## config.mk

```make
export PLATFORM = sky130hd
export DESIGN_NAME = avalon_bus_arbiter
export DESIGN_NICKNAME = d
export VERILOG_FILES = /design/src/rtl/avalon_bus_arbiter.sv
export SDC_FILE = /design/constraint.sdc
export NUM_CORES = 1
export LEC_CHECK = 0
export CAP_MARGIN = 40
export CORE_ASPECT_RATIO = 1.4
export CORE_MARGIN = 1.5
export CORE_UTILIZATION = 29
export DETAILED_ROUTE_END_ITERATION = 8
export PLACE_DENSITY_LB_ADDON = 0.05
export REMOVE_ABC_BUFFERS = 1
export SLEW_MARGIN = 20
export SYNTH_ARGS = -nofsm -noshare
export SYNTH_HDL_FRONTEND = slang
export SYNTH_SLANG_ARGS = --single-unit
```

## constraint.sdc

```tcl
create_clock -name clk -period 3.45 [get_ports clk]
set_input_delay 0.5175 -clock clk [delete_from_list [all_inputs] [get_ports clk]]
set_output_delay 0.5175 -clock clk [all_outputs]
set_load 0.02 [all_outputs]
```

## src/rtl/avalon_bus_arbiter.sv

```systemverilog
// Two-port Avalon-MM arbiter for the SDRAM master: VGA fetch (port 0) has fixed priority,
// the render engine (port 1) gets an anti-starvation override, and read data is steered by an owner-tag FIFO.
module avalon_bus_arbiter #(
    parameter int ADDR_W       = 26,
    parameter int DATA_W       = 32,
    parameter int MAX_PENDING  = 8,
    parameter int STARVE_LIMIT = 16
) (
    input  logic              clk,
    input  logic              reset,
    input  logic              m0_read,
    input  logic [ADDR_W-1:0] m0_address,
    output logic              m0_waitrequest,
    output logic              m0_readdatavalid,
    input  logic              m1_read,
    input  logic              m1_write,
    input  logic [ADDR_W-1:0] m1_address,
    input  logic [DATA_W-1:0] m1_writedata,
    output logic              m1_waitrequest,
    output logic              m1_readdatavalid,
    output logic [DATA_W-1:0] readdata,
    output logic              master_read,
    output logic              master_write,
    output logic [ADDR_W-1:0] master_address,
    output logic [DATA_W-1:0] master_writedata,
    input  logic              master_waitrequest,
    input  logic              master_readdatavalid,
    input  logic [DATA_W-1:0] bus_data,
    output logic              err_orphan
);
    localparam int PW = $clog2(MAX_PENDING);
    localparam int SW = $clog2(STARVE_LIMIT + 1);

    logic [MAX_PENDING-1:0] tag_mem;
    logic [PW-1:0]          wr_ptr, rd_ptr;
    logic [PW:0]            count;
    logic                   lock, lock_owner;
    logic [SW-1:0]          starve_cnt;

    logic full, empty, elig0, elig1, req1;
    logic grant_vld, grant, sel0, sel1;
    logic cmd, accept, push, pop, head;

    assign full  = (count == (PW+1)'(MAX_PENDING));
    assign empty = (count == '0);
    assign req1  = m1_read | m1_write;

    // Priority is resolved among eligible requesters, so a read stalled on a
    // full tag FIFO never blocks a write from the other port.
    assign elig0 = m0_read & ~full;
    assign elig1 = m1_write | (m1_read & ~full);

    always_comb begin
        grant_vld = 1'b0;
        grant     = 1'b0;
        if (!reset) begin
            grant_vld = 1'b0;
        end else if (lock) begin
            grant_vld = 1'b1;
            grant     = lock_owner;
        end else if (starve_cnt == SW'(STARVE_LIMIT) && elig1) begin
            grant_vld = 1'b1;
            grant     = 1'b1;
        end else if (elig0) begin
            grant_vld = 1'b1;
        end else if (elig1) begin
            grant_vld = 1'b1;
            grant     = 1'b1;
        end
    end

    assign sel0 = grant_vld & ~grant;
    assign sel1 = grant_vld & grant;

    assign master_read      = (sel0 & m0_read) | (sel1 & m1_read);
    assign master_write     = sel1 & m1_write;
    assign master_address   = sel0 ? m0_address : (sel1 ? m1_address : '0);
    assign master_writedata = sel1 ? m1_writedata : '0;

    assign m0_waitrequest = ~sel0 | master_waitrequest;
    assign m1_waitrequest = ~sel1 | master_waitrequest;

    assign cmd    = master_read | master_write;
    assign accept = cmd & ~master_waitrequest;
    assign push   = accept & master_read;
    assign pop    = reset & master_readdatavalid & ~empty;
    assign head   = tag_mem[rd_ptr];

    assign m0_readdatavalid = pop & ~head;
    assign m1_readdatavalid = pop & head;
    assign readdata         = bus_data;

    always_ff @(posedge clk) begin
        if (!reset) begin
            wr_ptr     <= '0;
            rd_ptr     <= '0;
            count      <= '0;
            lock       <= 1'b0;
            lock_owner <= 1'b0;
            starve_cnt <= '0;
            err_orphan <= 1'b0;
        end else begin
            // Hold the owner while the bus stalls so the command stays stable.
            lock       <= cmd & master_waitrequest;
            lock_owner <= grant;
            if (push) begin
                tag_mem[wr_ptr] <= grant;
                wr_ptr          <= wr_ptr + PW'(1);
            end
            if (pop)
                rd_ptr <= rd_ptr + PW'(1);
            count <= count + (PW+1)'(push) - (PW+1)'(pop);
            if (master_readdatavalid && empty)
                err_orphan <= 1'b1;
            if (!req1 || (accept && grant))
                starve_cnt <= '0;
            else if (accept && !grant && starve_cnt != SW'(STARVE_LIMIT))
                starve_cnt <= starve_cnt + SW'(1);
        end
    end
endmodule

```

Word level (Yosys, flattened, before mapping) --
Cells that the tools add are included. Widths: inputs -> output; s select.
Storage, ports and cells: bits in registers 26, input bits 123
Cells by class: bitwise operators 28, mux-type cells 17, add/subtract/negate cells 5, reduce and logical (&&, ||, !) cells 12, magnitude comparators 3, equal/unequal tests 3
Operator list (number):
- $mux 26 | 2
- $mux 32 | 1
- $and 1x1->1 | 14
- $mux 1 | 11
- $bwmux 8 | 1
- $lt 3x4->1 const B | 2
- $not 1->1 | 8
- $add 3x1->3 const B | 2
- $logic_and 1x1->1 | 6
- $or 1x1->1 | 6
- $add 5x1->5 const B | 1
- $eq 5x5->1 const B | 1
- $ne 5x5->1 const B | 1
- $add 4x1->4 | 1
- $eq 4x4->1 const B | 1
- $logic_not 4->1 | 1
- $sub 4x1->4 | 1
- $bmux 1 s3 | 1
- $demux 1 s3 | 1
- $ge 3x1->1 const B | 1
- $logic_not 1->1 | 2
- $reduce_and 2->1 | 1
- $reduce_or 2->1 | 1
- $logic_or 1x1->1 | 1

Longest topological paths before layout --
Gate-level depths: netlist of run 1.
depth in word-level cells 18, mapped depth 15, mapped depth without buffers 14

Least setup slack after synthesis of run 1 --
OpenSTA, ideal clock, no wires.
path type register to register, start reg count[2], end reg count[2], buffers on the path 1, stages on the path, launching flop included 16, required time 3331 ps, library setup time 119 ps, data arrival time 2852 ps, setup slack 478 ps, path through dfxtp_1 > inv_1 > ha_1 > or3b_4 > o211a_1 > o21ai_0 > a21oi_2 > inv_2 > clkbuf_1 > ha_1 > inv_1 > ha_1 > inv_1 > fa_1 > xor2_1 > nor2_1
Between the ends: longest elaborated chain between the ends 18, elaborated cells on any way between the ends 30
Ends and longest elaborated chain:
- start: declaration | RTL line 36 | logic [PW:0] count;
- start signal: assignment | RTL line 112 | count <= count + (PW+1)'(push) - (PW+1)'(pop);
- $eq 4x4->1 | RTL line 44 | assign full = (count == (PW+1)'(MAX_PENDING));
- $not 1->1 | RTL line 50, 51
- $and 1x1->1 | RTL line 51 | assign elig1 = m1_write | (m1_read & ~full);
- $or 1x1->1 | RTL line 51
- $mux 1 | RTL line 66 | end else if (elig1) begin
- $mux 1 | RTL line 64 | end else if (elig0) begin
- $mux 1 | RTL line 61 | end else if (starve_cnt == SW'(STARVE_LIMIT) && elig1) begin
- $mux 1 | RTL line 58 | end else if (lock) begin
- [2 not listed]
- $and 1x1->1 | RTL line 72 | assign sel0 = grant_vld & ~grant;
- $and 1x1->1 | RTL line 75 | assign master_read = (sel0 & m0_read) | (sel1 & m1_read);
- $or 1x1->1 | RTL line 75
- $or 1x1->1 | RTL line 83 | assign cmd = master_read | master_write;
- $and 1x1->1 | RTL line 84 | assign accept = cmd & ~master_waitrequest;
- $and 1x1->1 | RTL line 85 | assign push = accept & master_read;
- $add 4x1->4 | RTL line 112
- $sub 4x1->4 (*) | RTL line 112
Every way passes the cells marked *; elsewhere a longest branch is shown, timed or not. A chain may end at the register's enable or synchronous reset.

Worst setup path in the final report of run 1 --
start reg count[2], end out master_writedata[21]
Between the ends: longest elaborated chain between the ends 11, elaborated cells on any way between the ends 17
Ends and longest elaborated chain:
- $eq 4x4->1 (*) | RTL line 44
- $not 1->1 (*) | RTL line 50, 51
- $and 1x1->1 | RTL line 51
- $or 1x1->1 | RTL line 51
- $mux 1 | RTL line 66
- $mux 1 | RTL line 64
- $mux 1 | RTL line 61
- $mux 1 | RTL line 58
- $mux 1 | RTL line 56 | if (!reset) begin
- $and 1x1->1 (*) | RTL line 73 | assign sel1 = grant_vld & grant;
- $mux 32 (*) | RTL line 78 | assign master_writedata = sel1 ? m1_writedata : '0;
- end: declaration | RTL line 25 | output logic [DATA_W-1:0] master_writedata,
Marked as above.

==> impl_metrics.env, run 1 <==
export IMPL_status="complete, no violations"
export IMPL_final_hold_viol_count=0
export IMPL_antenna_found_initial=0
export IMPL_synth_area_um2=2080
export IMPL_grt_max_degree=76
export IMPL_yosys_area_top_type="dfxtp_1"
export IMPL_cpPeakStageDelay_ps=600
export IMPL_num_nets_final=497
export IMPL_cp_max_fo=37
export IMPL_path_delay_family="buffers and inverters"
export IMPL_core_area_um2=6980
export IMPL_switchingPower_mw=0.544
export IMPL_slowest_stage="clkdlybuf4s50_1"
export IMPL_fin_crit_sh=0.964
export IMPL_cts_tree="built"
export IMPL_grt_pass1_wl_um=11100
export IMPL_rsz0062_at_grt="no"
export IMPL_p_leak_nw=2.11
export IMPL_synth_async_reset_ratio=0
export IMPL_drc=0
export IMPL_synth_area_top_cells="dfxtp_1 17%, buf_4 12%, edfxtp_1 12%, and2_1 11%, a22o_1 11%"
export IMPL_total_power_mw=1.45
export IMPL_crit_type="register to output pin"
export IMPL_ant_nets=0
export IMPL_synth_area_per_cell_um2=8.76
export IMPL_clock_tree_buffer_depth=2
export IMPL_p_comb_frac=0.587
export IMPL_gp_congestion=0.811
export IMPL_utilization=0.539
export IMPL_finClkSkew_ps=9.27
export IMPL_end_kind="output pin"
export IMPL_yosysMostFrequentCell="and2_1"
export IMPL_path_clk_slew_ps=100
export IMPL_die_w_um=74.7
export IMPL_cts_htree_levels=1
export IMPL_peakVddDrop_uv=218
export IMPL_setup_viol=0
export IMPL_routed_wl_um=8390
export IMPL_crit_chain="inv_1, ha_1, or3b_4, a311oi_4, nor2b_4, clkbuf_16, and2_1, clkdlybuf4s50_1"
export IMPL_layout_min_cycle_time_ps=3320
export IMPL_yosysWarnings=0
export IMPL_io_buffers=155
export IMPL_p_int_mw=0.902
export IMPL_postCtsSetupRepairBufs=0
export IMPL_cts_resized=0
export IMPL_clk_latency_ps=280
export IMPL_ys_seq_area_frac=0.288
export IMPL_ios=220
export IMPL_ys_types=40
export IMPL_vias=2175
export IMPL_dr_pass1_iters=5
export IMPL_ys_ff_latch=26
export IMPL_clock_sinks=26
export IMPL_num_fill_cells=652
export IMPL_cp_data_required_time_ps=2930
export IMPL_cellPowerDensity_nw_per_um2=384
export IMPL_grt_overflow=0
export IMPL_cts_root_buf="clkbuf_8"
export IMPL_synth_top_cell_area_share=0.173
export IMPL_cts_buffers=3
export IMPL_routedWlPerCell_um=18.4
export IMPL_hpwlAfterDp_um=6640
export IMPL_drv_cap=0
export IMPL_critPathLaunchType="register"
export IMPL_fp_dieH_um=103
export IMPL_power_frac_clock=0.140
export IMPL_drt_iter0_markers=104
export IMPL_syn2layout_area_growth_pct=80.5
export IMPL_hp_class="register to register"
export IMPL_final_layout_size_suffix_gt1_frac=0.0580
export IMPL_synth_common_cells="37 x and2_1, 32 x buf_4, 26 x a22o_1"
export IMPL_sw_frac_of_total=0.376
export IMPL_diodes=0
export IMPL_register_area_um2=601
export IMPL_netlist_instances=238
export IMPL_row_count=36
export IMPL_timing_fmax_mhz=301
export IMPL_hold_buffers=0
export IMPL_synth_edff_count=8
export IMPL_grt_pass1_vias=2105
export IMPL_die_area_um2=7710
export IMPL_vias_per_cell=4.76
export IMPL_finalMaxSlewViolations=0
export IMPL_max_slew_margin_rel=0.651
export IMPL_multi_input_area_um2=1170
export IMPL_worst_slew_pin_transition_ps=515
export IMPL_crit_buf_inv=3
export IMPL_start_util=0.299
export IMPL_track_usage=0.198
export IMPL_arrival_ps=2810
export IMPL_synth_flop_cell="dfxtp_1"
export IMPL_seq_power_share=0.273
-- power groups by stage --
stage	Clock (mW)	Combinational [mW]	Sequential [mW]
floorplan	0	0.440	0.397
global placement	0	0.852	0.401
detailed placement	0	0.855	0.402
CTS	0.209	0.860	0.395
global route	0.220	0.917	0.401
finish	0.203	0.849	0.395
-- sequential cells by signal, indices dropped and copies added (netlist names) --
signal	flops
tag_mem	8
starve_cnt	5
count	4
rd_ptr	3
wr_ptr	3
err_orphan	1
lock	1
lock_owner	1
-- through the flow --
stage	instances	area, µm²	hold WS (ps)	worst slack, ps	TNS, ps
2_1_floorplan	195	1800	453	-820	-47080
3_3_place_gp	452	3560	465	183	0
3_5_place_dp	452	3560	481	156	0
4_1_cts	456	3610	505	35.5	0
5_1_grt	457	3760	546	1.53	0
6_report	457	3760	491	125	0
-- worst min-delay path, stage by stage (launching register included) --
cell and delay (ps):
dfxtp_1 340, a31oi_1 40, nor2_1 80
-- layer usage --
metal  track usage  wire, µm  vias to the layer above
met4        0.0420        66                        2
met3         0.112       962                       11
met5        0.0347        39                        -
met2         0.304      4050                      131
li1              -         -                     1051
met1         0.239      3270                      980
-- final timing paths --
| path | startpoint | endpoint | slack (ps) | cells after the start |
|---|---|---|---|---|
| setup / recovery | count[2] | master_writedata[21] | 130 | 8 |
| hold / removal | err_orphan | err_orphan | 490 | 2 |
| setup reg to reg | count[2] | count[2] | 450 | 14 |
| hold reg to reg | err_orphan | err_orphan | 490 | 2 |
-- placed cells by master, fill, tap and decap left out, types with 2 or more instances in the layout --
cell and count:
o21ai_0 4, nand3_1 5, a21oi_1 6, nor3_1 5, mux2i_1 2, xor2_1 2, dlymetal6s2s_1 47, and2_1 37
xnor2_1 3, nand3b_1 2, nor2b_1 5, dfxtp_1 18, inv_1 9, clkdlybuf4s50_1 108, edfxtp_1 8, ha_1 10
o31ai_1 3, clkbuf_8 4, nor4_1 2, nor2_1 12, buf_4 5, nand2_1 10, buf_12 2, or4_1 3
a22o_1 26, o211a_1 2, mux4_2 2, nand2b_1 3
-- cell type report --
cell class	count	share of cell area
clock buffers	4	0.0146
inverters	11	0.0110
multi-input cells	158	0.312
flip-flops and latches	26	0.160
well taps	95	0.0316
repair buffers	163	0.471
-- kinds of logic (layout without fill, tap and decap cells) --
family	after synthesis	count (layout)	share of synthesized area
AO/OA/AOI/OAI	48	48	0.188
XOR/XNOR	5	5	0.0210
adder cells (fa/ha/maj)	11	11	0.0696
buffers and inverters	54	178	0.155
flip-flops	26	26	0.288
multiplexers	4	4	0.0312
AND/OR/NAND/NOR	90	90	0.246
No activity file was read; power rests on OpenSTA's default activity.
==> run 2: changes to the inputs <==
--- a/config.mk
+++ b/config.mk
@@ -10,6 +10,7 @@
 export CORE_MARGIN = 1.5
 export CORE_UTILIZATION = 29
 export DETAILED_ROUTE_END_ITERATION = 8
+export GPL_ROUTABILITY_DRIVEN = 0
 export PLACE_DENSITY_LB_ADDON = 0.05
 export REMOVE_ABC_BUFFERS = 1
 export SLEW_MARGIN = 20
==> results of run 2 <==
No change in the layout: final DEF, timing and power equal those of run 1.
